===== src/rtl/cam_pixel_packer.sv =====
`default_nettype none
`timescale 1ns/1ps
// ============================================================================
// Module   : cam_pixel_packer
// Purpose  : Samples the OV7670 parallel bus, packs byte pairs into RGB565
//            pixels and writes whole, aligned frames into the camera FIFO.
//            The first pixel of each frame is tagged in bit 16. Frames are
//            clipped to FRAME_WIDTH x FRAME_HEIGHT; a FIFO overflow drops
//            the rest of the frame. Frame completion and sticky error
//            status are reported.
// Ports    : clk          camera pixel clock (rising edge)
//            reset_p      asynchronous active-high reset
//            enable       capture permitted, sampled only while idle
//            cam_vsync    VSYNC, high during vertical blanking
//            cam_href     HREF, high while line bytes are valid
//            p_data       camera data byte
//            queue_full   FIFO full flag
//            err_clear    synchronous clear of overflow / geom_error
//            queue_data   {sof, R[4:0], G[5:0], B[4:0]}
//            queue_wr_en  one-cycle FIFO write strobe
//            frame_done   one-cycle pulse at the end of a captured frame
//            frame_count  completed frames, wraps 255 -> 0
//            overflow     sticky: write attempted while queue_full
//            geom_error   sticky: line or frame size mismatch
// Revision : 1.0  initial release
// ============================================================================
module cam_pixel_packer #(
    parameter int FRAME_WIDTH  = 640,
    parameter int FRAME_HEIGHT = 480
) (
    input  logic        clk,
    input  logic        reset_p,
    input  logic        enable,
    input  logic        cam_vsync,
    input  logic        cam_href,
    input  logic [7:0]  p_data,
    input  logic        queue_full,
    input  logic        err_clear,
    output logic [16:0] queue_data,
    output logic        queue_wr_en,
    output logic        frame_done,
    output logic [7:0]  frame_count,
    output logic        overflow,
    output logic        geom_error
);

    // x must represent FRAME_WIDTH+1 so an over-long line is distinguishable
    // from an exact one at the line check.
    localparam int              XW     = $clog2(FRAME_WIDTH + 2);
    localparam int              YW     = $clog2(FRAME_HEIGHT + 1);
    localparam logic [XW-1:0]   X_FULL = XW'(FRAME_WIDTH);
    localparam logic [XW-1:0]   X_CAP  = XW'(FRAME_WIDTH + 1);
    localparam logic [YW-1:0]   Y_FULL = YW'(FRAME_HEIGHT);

    typedef enum logic [1:0] {
        ST_IDLE    = 2'd0,
        ST_SYNC    = 2'd1,
        ST_CAPTURE = 2'd2,
        ST_DROP    = 2'd3
    } state_t;

    state_t          state_q, state_d;

    // Input stage and edge-detect copies
    logic            vs_q, hr_q, vs_dly_q, hr_dly_q;
    logic [7:0]      d_q;

    // Byte pairing and position counters
    logic            phase_q;
    logic [7:0]      hi_q;
    logic [XW-1:0]   x_q;
    logic [YW-1:0]   y_q;

    // Output registers
    logic [16:0]     data_q;
    logic            wr_en_q, wr_en_d;
    logic            done_q, done_d;
    logic [7:0]      count_q, count_d;
    logic            ovf_q, geom_q;

    // Decode
    logic            vs_rise, vs_fall, hr_fall;
    logic            pix_byte, pix_in_win, sof;
    logic            ovf_set, geom_set, clr_xy;
    logic [YW-1:0]   y_next;

    assign vs_rise    = vs_q & ~vs_dly_q;
    assign vs_fall    = ~vs_q & vs_dly_q;
    assign hr_fall    = ~hr_q & hr_dly_q;
    assign pix_byte   = hr_q & phase_q;
    assign pix_in_win = pix_byte && (x_q < X_FULL) && (y_q < Y_FULL);
    assign sof        = (x_q == '0) && (y_q == '0);
    // Line count including a line ending in this very cycle, so a frame
    // check coinciding with the last hr falling edge sees the full count.
    assign y_next     = (hr_fall && (y_q != Y_FULL)) ? (y_q + YW'(1)) : y_q;

    // ------------------------------------------------------------------
    // FSM: state register
    // ------------------------------------------------------------------
    always_ff @(posedge clk or posedge reset_p) begin
        if (reset_p) begin
            state_q <= ST_IDLE;
        end else begin
            state_q <= state_d;
        end
    end

    // ------------------------------------------------------------------
    // FSM: next state and per-cycle decisions
    // ------------------------------------------------------------------
    always_comb begin
        state_d  = state_q;
        wr_en_d  = 1'b0;
        done_d   = 1'b0;
        count_d  = count_q;
        ovf_set  = 1'b0;
        geom_set = 1'b0;
        clr_xy   = 1'b0;
        case (state_q)
            ST_IDLE: begin
                if (enable) begin
                    state_d = ST_SYNC;
                end
            end
            ST_SYNC: begin
                if (vs_fall) begin
                    clr_xy  = 1'b1;
                    state_d = ST_CAPTURE;
                end
            end
            ST_CAPTURE: begin
                if (pix_in_win) begin
                    if (queue_full) begin
                        ovf_set = 1'b1;
                        state_d = ST_DROP;
                    end else begin
                        wr_en_d = 1'b1;
                    end
                end
                if (hr_fall && (x_q != X_FULL)) begin
                    geom_set = 1'b1;
                end
                if (vs_rise) begin
                    state_d = ST_SYNC;
                    // A frame that overflows on its very last cycle is
                    // still a dropped frame: no completion report.
                    if (!(pix_in_win && queue_full)) begin
                        done_d  = 1'b1;
                        count_d = count_q + 8'd1;
                        if (y_next != Y_FULL) begin
                            geom_set = 1'b1;
                        end
                    end
                end
            end
            ST_DROP: begin
                if (vs_rise) begin
                    state_d = ST_SYNC;
                end
            end
            default: begin
                state_d = ST_IDLE;
            end
        endcase
    end

    // ------------------------------------------------------------------
    // Datapath
    // ------------------------------------------------------------------
    always_ff @(posedge clk or posedge reset_p) begin
        if (reset_p) begin
            vs_q     <= 1'b0;
            hr_q     <= 1'b0;
            d_q      <= 8'd0;
            vs_dly_q <= 1'b0;
            hr_dly_q <= 1'b0;
            phase_q  <= 1'b0;
            hi_q     <= 8'd0;
            x_q      <= '0;
            y_q      <= '0;
            data_q   <= 17'd0;
            wr_en_q  <= 1'b0;
            done_q   <= 1'b0;
            count_q  <= 8'd0;
            ovf_q    <= 1'b0;
            geom_q   <= 1'b0;
        end else begin
            vs_q     <= cam_vsync;
            hr_q     <= cam_href;
            d_q      <= p_data;
            vs_dly_q <= vs_q;
            hr_dly_q <= hr_q;

            // Phase restarts every line so an odd trailing byte never
            // pairs with the first byte of the next line.
            phase_q <= hr_q ? ~phase_q : 1'b0;
            if (hr_q && !phase_q) begin
                hi_q <= d_q;
            end

            if (clr_xy || hr_fall) begin
                x_q <= '0;
            end else if (pix_byte && (x_q != X_CAP)) begin
                x_q <= x_q + XW'(1);
            end

            if (clr_xy) begin
                y_q <= '0;
            end else begin
                y_q <= y_next;
            end

            wr_en_q <= wr_en_d;
            if (wr_en_d) begin
                data_q <= {sof, hi_q, d_q};
            end
            done_q  <= done_d;
            count_q <= count_d;

            // Setting has priority over a coincident clear.
            if (ovf_set) begin
                ovf_q <= 1'b1;
            end else if (err_clear) begin
                ovf_q <= 1'b0;
            end
            if (geom_set) begin
                geom_q <= 1'b1;
            end else if (err_clear) begin
                geom_q <= 1'b0;
            end
        end
    end

    assign queue_data  = data_q;
    assign queue_wr_en = wr_en_q;
    assign frame_done  = done_q;
    assign frame_count = count_q;
    assign overflow    = ovf_q;
    assign geom_error  = geom_q;

endmodule
`default_nettype wire

===== config.mk =====
export PLATFORM = sky130hd
export DESIGN_NAME = cam_pixel_packer
export DESIGN_NICKNAME = d
export VERILOG_FILES = /design/src/rtl/cam_pixel_packer.sv
export SDC_FILE = /design/constraint.sdc
export NUM_CORES = 1
export LEC_CHECK = 0
export ABC_AREA = 0
export CAP_MARGIN = 30
export CORE_UTILIZATION = 65
export CTS_CLUSTER_DIAMETER = 50
export DETAILED_ROUTE_END_ITERATION = 12
export DONT_BUFFER_PORTS = 1
export GPL_ROUTABILITY_DRIVEN = 0
export PLACE_DENSITY = 0.92
export SYNTH_ARGS = -nofsm -noshare
export SYNTH_HDL_FRONTEND = slang
export SYNTH_SLANG_ARGS = --single-unit

===== constraint.sdc =====
create_clock -name clk -period 4.3 [get_ports clk]
set_input_delay 0.215 -clock clk [delete_from_list [all_inputs] [get_ports clk]]
set_output_delay 0.215 -clock clk [all_outputs]
set_load 0.05 [all_outputs]

==> metrics.md, run 1 <==
| Metric | Value |
|---|---|
| First-pass GRT wire length | 9.673 mm |
| Pre-CTS WS | 2.270 ns |
| Crit-path slowest cell | or4b_4 |
| Synth unique cells | between 40 and 50 |
| Outcome | complete, but fails checks |
| Reg area | 1777 sq um |
| Placed cell count | 299 |
| Final Util | 0.7766 |
| Vias/cell | 6.116 |
| Die X-Extent | about 71 um |
| Pwr Total | roughly 2.0 mW |
| Cell area after layout | 3475 sq um |
| DP Area | 3158 sq um |
| CP Capture Type | flip-flop |
| Critical path buffer and inverter count | 1 |
| Full die area | 5074 sq um |
| Failing checks | design-rule violations |
| Vias in the first global route | 2056 |
| Slew Limit Fails | 0 |
| Area grow syn2layout | 11.53% |
| Hold slack | 0.02917 ns |
| Max Cap Viol | 0 |
| Max clock buf depth | 2 |
| Number of buffers created by CTS | 9 |
| Period utilization | 0.4776 |
| Required time of the critical path | 4.51 ns |
| Wirelength per Cell | 17.91 um |
| Layout Nets | approximately 300 |
| Post-DRT Antenna Nets | 0 |
| Syn avg cell area | 12.31 sq um |
| Most frequent cells in the layout | 71 x dfrtp_1, 26 x nor2_1, 26 x mux2_2 |
| Die height | around 71 um |
| ANT cells | 0 |
| Register area share after synthesis | 0.5703 |
| Post-synth EDFFs | 0 |
| Core box area | 4474 sq um |
| Worst slew margin | 0.4442 |
| Setup violations, final | 0 |
| Initial DRT Pass Iterations | 8 |
| Crit-path cells | inv_1 -> ha_1 -> or4b_4 -> nor2_1 -> nor3_1 -> a2111oi_2 -> a31oi_1 |
| Most common cell after layout, fill and taps aside | dfrtp_1 |
| Worst-Margin Slew | 0.8319 ns |
| HPWL after DPL | 3.831 mm |
| I/O pin count | 44 |
| Row Count | 24 |
| Max IR drop VDD | roughly 0.00042 V |
| TritonCTS clock tree | yes |
| Crit path largest cell delay | 0.49 ns |
| Setup Skew | 0.008163 ns |
| Post-Syn Area | 3115 sq um |
| DR DRC count | 1 |
| Clock transition at path regs | 0.08 ns |
| I/O Buffers | 0 |
| Post-Syn Instances | 253 |
| Clk root buf | clkbuf_8 |
| WP data arrival | 2.27 ns |
| Fill cells | 235 |
| GRT Total Usage | 0.2536 |
| Min-Delay Path Class | primary input to flip-flop |
| Min Tclk post-route | 2.054 ns |
| Final setup margin | 2.246 ns |
| WS Path Type | flip-flop to flip-flop |
| H-tree depth | 3 |
| Register bit count reported by yosys | 71 |
| Hold buffer count at cts | 12 |
| Final WL | approximately 5.9 mm |
| CP delay by family, top | simple AND/OR/NAND/NOR gates |
| CTS Sinks | 71 |
| Cell Count, Final, Fillers Out | 327 |
| Largest net degree at the start of global routing | 48 |
| Multi-input gate area | 1271 sq um |
| Total number of vias | 2000 |
| Final hold vios | 0 |
| Worst-path fanout max | 4 |
| Total grt overflow | 0 |
| Antenna violations before repair | 0 |
| Unrepaired setup endpoints after global routing | false |
| Share of layout cells above drive strength 1 | 0.1891 |
| Post-CTS setup repair buffer count | 0 |
| Leakage | 1.629 nW |
| Synth Net Count | around 280 |
| P per Cell Area | between 500 and 600 nW/um^2 |
| Skew-Pair Late Insertion Delay | approximately 0.34 ns |
| Max Freq | 0.4869 GHz |
| Post-synth top flop | dfrtp_1 |
| Starting Density | 0.6963 |
| Setup TNS | 0 ns |
| Post-CTS sizing | 0 |
| Ys async rst share | 1.000 |
| DRT iter0 DRCs | 50 |
| Critical Path Start Type | flip-flop |
| Yosys warns | 0 |
## logic make-up after synthesis
| family | after synthesis | share of synthesized area |
|---|---|---|
| XOR/XNOR | 21 | 0.05904 |
| AND/OR/NAND/NOR | 84 | 0.1490 |
| AO/OA/AOI/OAI | 18 | 0.04579 |
| multiplexers | 31 | 0.1100 |
| adder cells (fa/ha/maj) | 11 | 0.04418 |
| flip-flops | 71 | 0.5703 |
| buffers and inverters | 17 | 0.02169 |
## worst reg2reg max path, stage by stage, from the launching register on
cell       delay [ns]
dfrtp_1          0.41
inv_1            0.13
ha_1             0.16
or4b_4           0.50
nor2_1           0.12
nor3_1           0.08
a2111oi_2        0.39
a31oi_1          0.13
## final cells by class
type,count,share of cell area
Sequential cell,71,0.5113
Multi-Input combinational cell,165,0.3659
Clock buffer,10,0.03673
Timing Repair Buffer,13,0.03673
Clock inverter,6,0.01981
Tap cell,52,0.01873
Inverter,10,0.01080
## Yosys cell counts, types with 2 or more instances
cell / number / area (sq um)
nor3b_1: 3 / 22.52
a21oi_1: 5 / 25.02
inv_1: 10 / 37.54
xnor2_1: 8 / 70.07
nor2b_1: 5 / 31.28
nand2b_1: 2 / 12.51
ha_1: 11 / 137.6
o21ai_0: 2 / 10.01
nor4_1: 2 / 12.51
and3_1: 4 / 25.02
nor2_1: 26 / 97.59
nand2_1: 13 / 48.80
xor2_1: 13 / 113.9
or3_1: 2 / 12.51
dfrtp_1: 71 / 1777
clkbuf_1: 6 / 22.52
mux2i_1: 5 / 50.05
nand3_1: 4 / 20.02
nand4_1: 13 / 81.33
mux2_2: 26 / 292.8
## power by group
group,internal (mW),leakage [nW],switching (mW)
logic,0.165,0.615,0.165
registers,0.777,0.918,0.366
clock network,0.271,0.0968,0.250
## worst paths after layout
check,from,end,slack (ns),depth (start not counted)
max in group asynchronous,reset_p,y_q[7]$_DFF_PP0_,2.96,3
hold / removal,queue_full,queue_wr_en$_DFF_PP0_,0.03,1
min in group asynchronous,reset_p,queue_wr_en$_DFF_PP0_,0.37,2
setup reg to reg,y_q[0]$_DFF_PP0_,geom_error$_DFFE_PP0P_,2.25,7
hold reg to reg,hr_q$_DFF_PP0_,hr_dly_q$_DFF_PP0_,0.45,0
setup / recovery,y_q[0]$_DFF_PP0_,geom_error$_DFFE_PP0P_,2.25,7
## sequential cells by signal (all words and copies together) (netlist names), 2 cells and up
name,cells
frame_count,8
d_q,8
hi_q,8
y_q,9
x_q,10
state_q,2
queue_data,17
## metal layers
| metal | routed length [um] | vias up | GRT usage |
|---|---|---|---|
| li1 | - | 911 | - |
| met1 | 2427 | 1011 | 0.3061 |
| met2 | 3007 | 65 | 0.4317 |
| met3 | 324 | 13 | 0.08579 |
| met4 | 97 | 0 | 0.08222 |
| met5 | 0 | - | 0 |
(Power assumes the default switching activity.)
==> run 2, diff against run 1 <==
CORE_UTILIZATION = 56   (was 65)
PLACE_DENSITY = 0.85   (was 0.92)
clock period = 1.83 ns   (was 4.3 ns; I/O delays follow)
==> run 2 against run 1 <==
Compared with the run above: the flow finishes with violations (negative setup slack); non-clock buffer count increased by 26; utilization fell by 5.8 points; final area grew 8.2%; maximum frequency is 9.0% higher; global-route usage down 4.3 points; first-iteration DRC count grew 140%; register-to-register slack worse by 2.3 ns; clock power increased by 140%; count of clock-buffer cells in the layout fell by 1; sequential cell count is the same; via count is 0.10% lower; sequential power increased by 120%; largest cell class unchanged.
==> metrics.md, run 2 (same netlist as run 1, synthesis figures left out) <==
| Metric | Value |
|---|---|
| Skew-Pair Late Insertion Delay | 0.34 ns (about the same) |
| Power share of the clock group | 0.255 (-0.006) |
| Max IR drop VDD | 0.001036 V (+150%) |
| Final WL | 5.777 mm (-1.4%) |
| Vias in the first global route | 2007 (-2.4%) |
| Clock transition at path regs | 0.08 ns (about the same) |
| Total number of vias | 1998 (-0.10%) |
| P per Cell Area | 1308 nW/um^2 (+130%) |
| Required time of the critical path | 2.05 ns (-2.46 ns) |
| Layout Nets | 322 (+8.8%) |
| Period utilization | 1.029 (+0.5515) |
| Leakage | 1.769 nW (+8.6%) |
| Reg power frac | 0.506 (-0.068) |
| GRT Total Usage | 0.2108 (-0.04289) |
| Initial DRT Pass Iterations | 4 (-4) |
| Critical path depth in cells | 7 (unchanged) |
| Area grow syn2layout | 20.72% |
| Share of layout cells above drive strength 1 | 0.2757 (+0.08666) |
| CTS Sinks | 71 (unchanged) |
| Max Freq | 0.5310 GHz (+9.0%) |
| Pint | 3.020 mW (+150%) |
| Hold depth | 2 (+1) |
| Min Tclk post-route | 1.883 ns (-0.1703 ns) |
| Full die area | 5866 sq um (+16%) |
| Antenna violations before repair | 0 (unchanged) |
| Wirelength per Cell | 15.57 um (-13%) |
| Crit path largest cell delay | 0.48 ns (about the same) |
| WP data arrival | 2.10 ns (-0.17 ns) |
| Largest net degree at the start of global routing | 72 (+50%) |
| Net Sw Frac | 0.3860 (-0.005879) |
| Crit-path cells | inv_2 -> ha_4 -> or4b_4 -> o21ai_4 -> mux2i_1 -> a2111oi_2 -> a31oi_1 |
| Worst-path fanout max | 3 (-1) |
| HPWL after DPL | 3.799 mm (-0.83%) |
| Power share of the combinational group | 0.239 (+0.074) |
| Row Count | 26 (+8.3%) |
| Total grt overflow | 0 (unchanged) |
| Min-Delay Path Class | primary input to flip-flop |
| Worst slew margin | 0.6424 (+0.1981) |
| Die X-Extent | 76.59 um (+7.5%) |
| Most frequent cells in the layout | 71 x dfrtp_1, 26 x mux2_2, 25 x nor2_1, 23 x buf_4 |
| TritonCTS clock tree | yes |
| Critical Path Start Type | flip-flop |
| Vias/cell | 5.385 (-12%) |
| DR DRC count | 0 (-1) |
| Max reg flops | 17 (unchanged) |
| Unrepaired setup endpoints after global routing | true |
| Max Cap Viol | 0 (unchanged) |
| Slew Limit Fails | 0 (unchanged) |
| CP delay by family, top | compound AO/OA/AOI/OAI gates |
| Die height | 76.59 um (+7.5%) |
| DP Area | 3382 sq um (+7.1%) |
| Number of buffers created by CTS | 9 (unchanged) |
| Critical path buffer and inverter count | 1 (unchanged) |
| Max clock buf depth | 2 (unchanged) |
| Most common cell after layout, fill and taps aside | dfrtp_1 |
| ANT cells | 0 (unchanged) |
| Setup violations, final | 2 (+2) |
| Starting Density | 0.5948 (-0.1015) |
| Outcome | complete, but fails checks |
| CP Capture Type | flip-flop |
| Crit-path slowest cell | or4b_4 |
| H-tree depth | 3 (unchanged) |
| Final hold vios | 0 (unchanged) |
| Failing checks | negative setup slack |
| WS Path Type | flip-flop to flip-flop |
| Cell area after layout | 3761 sq um (+8.2%) |
| Post-DRT Antenna Nets | 0 (unchanged) |
| I/O Buffers | 0 (unchanged) |
| Setup Skew | 0.01241 ns (+0.004247 ns) |
| Core box area | 5238 sq um (+17%) |
| First-pass GRT wire length | 9.459 mm (-2.2%) |
| Final setup margin | -0.05331 ns (-2.300 ns) |
| I/O pin count | 44 (unchanged) |
| Clk root buf | clkbuf_8 |
| DRT iter0 DRCs | 119 (+140%) |
| Reg2Reg Depth | 7 (unchanged) |
| Worst-Margin Slew | 0.5365 ns (-0.2955 ns) |
| Final Util | 0.7181 (-0.05846) |
| Sw Pwr | 1.899 mW (+140%) |
run 2: repair_timing:
action                                  4_1_cts  5_1_grt
hold buffers                                 13        0
endpoints found under the setup margin        1       25
setup buffers                                 0        2
pin swaps                                     1        5
hold endpoints to repair                     83        0
resized for setup                             1        8
run 2: worst register-to-register path: stages, from the launching register on:
cell	delay (ns)
dfrtp_1	0.39
inv_2	0.10
ha_4	0.12
or4b_4	0.48
o21ai_4	0.19
mux2i_1	0.11
a2111oi_2	0.25
a31oi_1	0.13
run 2: routing by layer:
layer | track usage | wire (um) | vias to the layer above
li1 | - | - | 968
met1 | 0.2607 | 2465 | 972
met3 | 0.05389 | 365 | 6
met5 | 0 | 0 | -
met2 | 0.3387 | 2891 | 52
met4 | 0.1154 | 54 | 0
run 2: area by class of cell:
class | instances | area (sq um)
clock inverter | 7 | 78.83
clock buffer | 9 | 123.9
timing repair buffer | 39 | 354.1
multi-input combinational | 165 | 1299
sequential | 71 | 1777
fill | 343 | 1476
tap | 70 | 87.58
inverter | 10 | 41.29
run 2: per-stage QoR:
stage	setup slack, ns	total power [mW]	cells	TNS [ns]	hold WS (ns)
3_5_place_dp	-0.07616	3.601	340	-0.07616	0.09428
4_1_cts	-0.04328	4.889	369	-0.04328	0.01816
6_report	-0.05331	4.919	371	-0.06550	0.03087
5_1_grt	-0.1989	5.174	371	-0.3581	0.02290
3_3_place_gp	0.01017	3.552	340	0	0.08791
2_1_floorplan	0.009711	3.254	253	0	0.1229
run 2: power groups by stage:
stage	combinational, mW	clock, mW	sequential (mW)
finish	1.18	1.25	2.49
global route	1.30	1.35	2.52
CTS	1.11	1.29	2.49
detailed placement	1.09	0	2.51
global placement	1.05	0	2.50
floorplan	0.622	0	2.63
run 2: final timing paths:
path,slack (ns),start,endpoint
max in group asynchronous,1.22,reset_p,frame_count[0]$_DFFE_PP0P_
max,-0.05,y_q[0]$_DFF_PP0_,geom_error$_DFFE_PP0P_
max reg2reg,-0.05,y_q[0]$_DFF_PP0_,geom_error$_DFFE_PP0P_
min in group asynchronous,0.32,reset_p,y_q[1]$_DFF_PP0_
min reg2reg,0.49,vs_q$_DFF_PP0_,vs_dly_q$_DFF_PP0_
min,0.03,queue_full,frame_done$_DFF_PP0_
